$ cat config.mk
export PLATFORM = sky130hd
export DESIGN_NAME = regfile_alu_sequencer
export DESIGN_NICKNAME = d
export VERILOG_FILES = /design/src/rtl/regfile_alu_sequencer.sv
export SDC_FILE = /design/constraint.sdc
export NUM_CORES = 1
export LEC_CHECK = 0
export CAP_MARGIN = 20
export CORE_MARGIN = 2
export CORE_UTILIZATION = 34
export DETAILED_ROUTE_END_ITERATION = 6
export GPL_TIMING_DRIVEN = 0
export PLACE_DENSITY = 0.81
export SLEW_MARGIN = 25
export SYNTH_ARGS = -nofsm -noshare
export SYNTH_HDL_FRONTEND = slang
export SYNTH_SLANG_ARGS = --single-unit
$ cat constraint.sdc
create_clock -name clk -period 1.7 [get_ports clk]
set_input_delay 0.17 -clock clk [delete_from_list [all_inputs] [get_ports clk]]
set_output_delay 0.17 -clock clk [all_outputs]
set_load 0.01 [all_outputs]
$ cat src/rtl/regfile_alu_sequencer.sv
// Purpose: sequences one register-file read / ALU execute / write-back command at a time (IDLE->READ->EXEC->WRITE).
// Latency: write edge is 3 cycles after the accept edge; a new command is accepted every 4 cycles.
// Backpressure: cmd_ready is high only in IDLE. Optional signed-overflow trap when SEQ_OVF_TRAP_EN is defined.
module regfile_alu_sequencer (
    input  logic               clk,
    input  logic               rst_n,
    input  logic               cmd_valid,
    output logic               cmd_ready,
    input  logic [3:0]         cmd_op,
    input  logic [4:0]         cmd_rs,
    input  logic [4:0]         cmd_rt,
    input  logic [4:0]         cmd_rd,
    input  logic [4:0]         cmd_shamt,
    input  logic               cmd_wb,
    output logic [4:0]         rf_rr1,
    output logic [4:0]         rf_rr2,
    input  logic signed [31:0] rf_rdata1,
    input  logic signed [31:0] rf_rdata2,
    output logic [4:0]         rf_wr,
    output logic [31:0]        rf_wd,
    output logic               rf_we,
    output logic [3:0]         alu_op,
    output logic [4:0]         alu_shamt,
    input  logic [31:0]        alu_result,
    output logic [31:0]        result,
    output logic               done,
    output logic               err
);

    typedef enum logic [1:0] {S_IDLE, S_READ, S_EXEC, S_WRITE} state_t;

    state_t      state_q, state_d;
    logic [3:0]  op_q;
    logic [4:0]  rs_q, rt_q, rd_q, shamt_q;
    logic        wb_q;
    logic [31:0] result_q;
    logic [3:0]  alu_op_q;
    logic        accept;
    logic        legal;
    logic        trap;

    assign accept = cmd_valid && (state_q == S_IDLE);
    assign result = result_q;

    // State register; reset aborts any command in flight.
    always_ff @(posedge clk or negedge rst_n) begin
        if (!rst_n) begin
            state_q <= S_IDLE;
        end else begin
            state_q <= state_d;
        end
    end

    // Next state: every non-idle state lasts exactly one cycle.
    always_comb begin
        state_d = state_q;
        case (state_q)
            S_IDLE:  if (accept) state_d = S_READ;
            S_READ:  state_d = S_EXEC;
            S_EXEC:  state_d = S_WRITE;
            S_WRITE: state_d = S_IDLE;
            default: state_d = S_IDLE;
        endcase
    end

    // Command fields are held for the whole life of the command.
    always_ff @(posedge clk or negedge rst_n) begin
        if (!rst_n) begin
            op_q    <= '0;
            rs_q    <= '0;
            rt_q    <= '0;
            rd_q    <= '0;
            shamt_q <= '0;
            wb_q    <= 1'b0;
        end else if (accept) begin
            op_q    <= cmd_op;
            rs_q    <= cmd_rs;
            rt_q    <= cmd_rt;
            rd_q    <= cmd_rd;
            shamt_q <= cmd_shamt;
            wb_q    <= cmd_wb;
        end
    end

    // Capture the ALU result leaving EXEC; remember the op so alu_op holds afterwards.
    always_ff @(posedge clk or negedge rst_n) begin
        if (!rst_n) begin
            result_q <= '0;
            alu_op_q <= '0;
        end else if (state_q == S_EXEC) begin
            result_q <= alu_result;
            alu_op_q <= op_q;
        end
    end

    // Op codes the ALU implements; anything else errors and skips write-back.
    always_comb begin
        case (op_q)
            4'b0000, 4'b0001, 4'b0010, 4'b0110, 4'b0111,
            4'b1000, 4'b1100, 4'b1101, 4'b1110, 4'b1111: legal = 1'b1;
            default:                                     legal = 1'b0;
        endcase
    end

`ifdef SEQ_OVF_TRAP_EN
    logic [31:0] opa_q, opb_q;

    // Operands are captured alongside the result so the trap sees a consistent triple.
    always_ff @(posedge clk or negedge rst_n) begin
        if (!rst_n) begin
            opa_q <= '0;
            opb_q <= '0;
        end else if (state_q == S_EXEC) begin
            opa_q <= rf_rdata1;
            opb_q <= rf_rdata2;
        end
    end

    // Signed overflow for add (0010) and subtract (0110).
    always_comb begin
        trap = 1'b0;
        if (op_q == 4'b0010) begin
            trap = (opa_q[31] == opb_q[31]) && (result_q[31] != opa_q[31]);
        end else if (op_q == 4'b0110) begin
            trap = (opa_q[31] != opb_q[31]) && (result_q[31] != opa_q[31]);
        end
    end
`else
    // Read data only feeds the overflow trap, which is absent in this build.
    logic unused_rdata;
    assign unused_rdata = ^{rf_rdata1, rf_rdata2};
    assign trap = 1'b0;
`endif

    // Outputs decoded from the current state.
    always_comb begin
        cmd_ready = (state_q == S_IDLE);
        rf_rr1    = '0;
        rf_rr2    = '0;
        rf_wr     = '0;
        rf_wd     = '0;
        rf_we     = 1'b0;
        alu_op    = alu_op_q;
        alu_shamt = '0;
        done      = 1'b0;
        err       = 1'b0;
        case (state_q)
            S_READ: begin
                rf_rr1 = rs_q;
                rf_rr2 = rt_q;
            end
            S_EXEC: begin
                rf_rr1    = rs_q;
                rf_rr2    = rt_q;
                alu_op    = op_q;
                alu_shamt = shamt_q;
            end
            S_WRITE: begin
                rf_wr = rd_q;
                rf_wd = result_q;
                rf_we = wb_q && legal && !trap;
                done  = 1'b1;
                err   = !legal || trap;
            end
            default: begin
            end
        endcase
    end

endmodule

* Word level (Yosys, flattened, before mapping)
Memory sizes are Yosys's and may differ from the RTL's.
Index checks and enable logic that the tools add are counted.
** Storage, ports and cells
- Logic and storage cells :: 30
- Memories kept :: 1
- Input port bits :: 124
- Register bits :: 63
- Output and inout port bits :: 92
- Memory bits (read-only) :: 16
** Cells by class
- Reductions and logical operators :: 5
- Mux-type cells :: 11
- Eq/ne operators :: 4
** Memory list
- (no name shown) :: words 16, bits a word 1, read ports 1, clocked after memory_dff 0, wr ports 0, RTL line 98 : case (op_q)
** Operators with widths (number)
- $mux 32 :: 1
- $mux 5 :: 4
- $pmux 2 s4 :: 1
- $eq 2x2->1 const B :: 2
- $mux 4 :: 1
- $mux 1 :: 3
- $eq 2x1->1 const B :: 1
- $logic_and 1x1->1 :: 2
- $logic_not 2->1 :: 1
- $mux 2 :: 1
- $ne 2x1->1 const B :: 1
- $reduce_or 2->1 :: 1
- $logic_not 1->1 :: 1

* Longest topological paths before layout
- Word-level depth :: 4
- Depth in mapped cells :: 6
- Depth with buffers taken out :: 4

* Least setup slack after synthesis
Ideal clock, no wire load.
- Path type :: flip-flop to flip-flop
- From :: register state_q[0]
- To :: register op_q[0]
- Data arrival time :: 1.317 ns
- Library setup time :: 0.125 ns
- Setup slack :: 0.258 ns
- Required time :: 1.575 ns
- Stages on the path, launching flop included :: 6
- Path through :: dfrtp_1 > inv_1 > ha_1 > nand2_4 > buf_6 > mux2_4
** On the way
- Longest elaborated chain between the ends :: 2
** RTL lines
- start: declaration :: RTL line 32 : state_t state_q, state_d;
- start signal: assignment :: RTL line 50 : state_q <= state_d;
- $logic_not 2->1
- net cmd_ready :: RTL line 8 : output logic cmd_ready,
- $logic_and 1x1->1 :: RTL line 42 : assign accept = cmd_valid && (state_q == S_IDLE);
- end signal: assignment :: RTL line 76 : op_q <= cmd_op;
- end: declaration :: RTL line 33 : logic [3:0] op_q;
The timed path passes the listed nets, and every way through them passes these cells.
A chain may end at the register's enable or synchronous reset.

* Worst setup path after layout
- From :: register state_q[0]
- To :: output alu_op[2]
** On the way
- Longest elaborated chain between the ends :: 2
** RTL lines
- $eq 2x2->1 :: RTL line 147 : case (state_q)
- $mux 4 :: RTL line 147
- end: declaration :: RTL line 22 : output logic [3:0] alu_op,
Every way passes these cells.

==> flow_summary.yaml <==
die:
  row_count: 33
  start_util_pct: 35.0
  die_h_um: 96
  ios: 216
  core_um2: 8220
  die_area_um2: 9220
  die_x_um: 96
logic_synthesis:
  synth_top_area_cell: "dfrtp_1"
  yosysSeqAreaShare_pct: 54.8
  avgSynthCellArea_um2: 13.8
  ys_types: 19
  synthTopCellsByArea: "dfrtp_1, mux2_2, and2_1"
  synthesis.nets: 336
  yosysWarnings: 0
  synth_area_um2: 2880
  synthArstFlopShare_pct: 100
  ys_ff_latch: 63
  post-synth-top-count-cell: "dfrtp_1"
  synthTopCellsByCount: "dfrtp_1, and2_1, mux2_2"
  synth-edff-count: 0
  synth_cells: 209
  ys.flop_type: "dfrtp_1"
  netlist.area_leader.share_pct: 54.8
outcome:
  outcome: "finished with violations"
  failed_checks: "setup timing"
global_route:
  grt_pass1_wl_mm: 11.8
  grt_max_degree: 36
  antenna_found_initial: 0
  grt_overflow_total: 0
  grt_use_total_pct: 17.2
  grt_pass1_vias: 2392
cts:
  clock-sinks: 63
  cts_root_buf: "clkbuf_8"
  ctsLongestPathBuffers: 2
  htree_levels: 3
  cts_tree: "built"
  cts_buffers: 9
  clk_pin_slew_ns: 0.07
  clk_latency_ns: 0.34
finish:
  n_fill_cell: 671
  final_cell_count_no_fill: 503
  drive_gt1_share_pct: 55.0
  regArea_um2: 1580
  fin_util_pct: 62.8
  multi_input_area_um2: 1380
  finish.net_count: 520
  final_cell_area_um2: 5160
  diodes: 0
  synthToLayoutAreaGrowth_pct: 79.3
route:
  antenna_left: 0
  firstDrtPassIters: 4
  vias: 2286
  drtIter0Drc: 28
  wirelength_mm: 7.80
  detail_route.wl_per_cell_um: 15.5
  viasPerCell: 4.54
  drc: 0
critical_path:
  reg2reg_slack_ns: 0.11
  critPathMaxStageDelay_ns: 0.43
  worstRegToRegCells: 5
  worstReg2RegStart: "state_q[0]"
  critPathRequiredTime_ns: 1.53
  crit_type: "register to output port"
  worstPathCellList: "inv_2, ha_4, buf_8, mux2_4, buf_6"
  reg2reg_to: "result[19]"
  crit_slowest_cell: "dfrtp_1"
  arrival_ns: 1.60
  crit_family: "flip-flops"
  endpoint_kind: "output port"
  path_buf_inv: 3
  cp_max_fo: 6
  start_kind: "register"
sta:
  whs_ns: 0.315
  period_share_pct: 104
  setup_viol: 14
  max_freq_mhz: 566
  slew_headroom_pct: 74.8
  slew_violations: 0
  finClkSkew_ns: 0.00534
  final_hold_viol_count: 0
  period_needed_ns: 1.77
  rsz0062_at_grt: "true"
  worstMarginPinSlew_ns: 0.378
  finalWorstSetupSlack_ns: -0.0681
placement:
  dp.cells: 466
  hpwlAfterDp_mm: 5.34
  numPortBuffers: 151
  placed_area_um2: 4540
  gp_congestion: 0.745
flow_run:
  drv_cap: 0
power_and_ir_drop:
  power_leakage_nw: 2.40
  peakVddDrop_mv: 1.27
  powerDensity_nw_per_um2: 2090
worst_hold_path:
  hp-class: "input pin to asynchronous set/reset pin"
## report_power, final
group	switching, mW	internal (mW)
Clock	0.558	0.711
Combinational	2.33	4.31
Sequential	0.563	2.30
Total	3.46	7.32
## flip-flops by register name, summed over array words and instances (netlist names)
signal / flops
result: 32
rd_q: 5
state_q: 2
rs_q: 5
op_q: 4
wb_q: 1
shamt_q: 5
rt_q: 5
alu_op_q: 4
## area by class of cell
cell class                      instances  share of cell area, %
Timing Repair Buffer                  175                   33.9
Clock inverter                          4                  0.873
Multi-Input combinational cell        130                   26.8
Buffer                                 10                   2.18
Inverter                                4                  0.340
Clock buffer                           12                   2.81
Tap cell                              105                   2.55
Sequential cell                        63                   30.6
## metrics by stage
stage | TNS (ns) | setup WS (ns) | total power, mW
6_report | -0.537 | -0.0681 | 10.8
3_3_place_gp | -115.21 | -1.60 | 7.93
3_5_place_dp | -14.99 | -0.557 | 8.08
2_1_floorplan | 0 | 0.258 | 5.36
5_1_grt | -2.31 | -0.144 | 11.5
4_1_cts | -3.92 | -0.172 | 10.1
## cell families (layout without fill, tap and decap cells)
kind of cell               count (synthesis)  after routing  synth area share (%)
DFF                                       63             63                  54.8
buffers and inverters                     16            205                  2.83
adders and majority gates                  4              4                  1.65
AOI/OAI and AO/OA                          6              6                  1.30
muxes                                     62             62                  26.9
and+or+nand+nor                           58             58                  12.6
## repair_timing
item / 4_1_cts / 5_1_grt
buffers inserted: 17 / 2
gates cloned: 2 / 2
setup endpoints to repair: 60 / 82
pin swaps: 7 / 5
endpoints found under the hold margin: 28 / 0
hold buffers: 1 / 0
gates resized for setup: 279 / 86
## metal layers
| metal | up-vias | global-route usage (%) | part of all wire, % |
|---|---|---|---|
| li1 | 1064 | - | - |
| met1 | 1124 | 19.8 | 39 |
| met2 | 88 | 29.7 | 52 |
| met3 | 10 | 4.93 | 6.9 |
| met4 | 0 | 7.50 | 1.5 |
| met5 | - | 0 | 0 |
## layout by cell type (no fill, tap or decap)
master and n:
a211oi_2 2, a21oi_1 2, and2_1 13, and2_4 39
buf_12 1, buf_2 17, buf_4 13, buf_6 50
buf_8 7, bufinv_16 1, clkbuf_1 2, clkbuf_16 2
clkbuf_2 2, clkbuf_8 10, clkdlybuf4s50_1 90, clkinv_2 3
dfrtp_1 61, dfrtp_2 2, dlygate4sd2_1 2, dlygate4sd3_1 1
ha_4 3, inv_1 1, inv_2 2, inv_4 1
maj3_2 1, mux2_2 38, mux2_4 24, nand2_1 1
nand2_4 1, nand2b_1 1, nor2_1 2, nor3b_1 1
o21a_1 1, o21ai_0 1
## how the worst max path moves through the flow
stage / start / endpoint / slack [ns] / cells after the start
global placement: rst_n / rt_q[2] / -1.60 / 1
global route: state_q[0] / alu_op[0] / -0.14 / 5
detailed placement: state_q[1] / rf_wd[28] / -0.56 / 5
CTS: state_q[0] / alu_op[2] / -0.17 / 6
finish: state_q[0] / alu_op[2] / -0.07 / 5
floorplan: state_q[0] / op_q[0] / 0.26 / 5
Note: power is estimated with default switching activity, not from simulation.
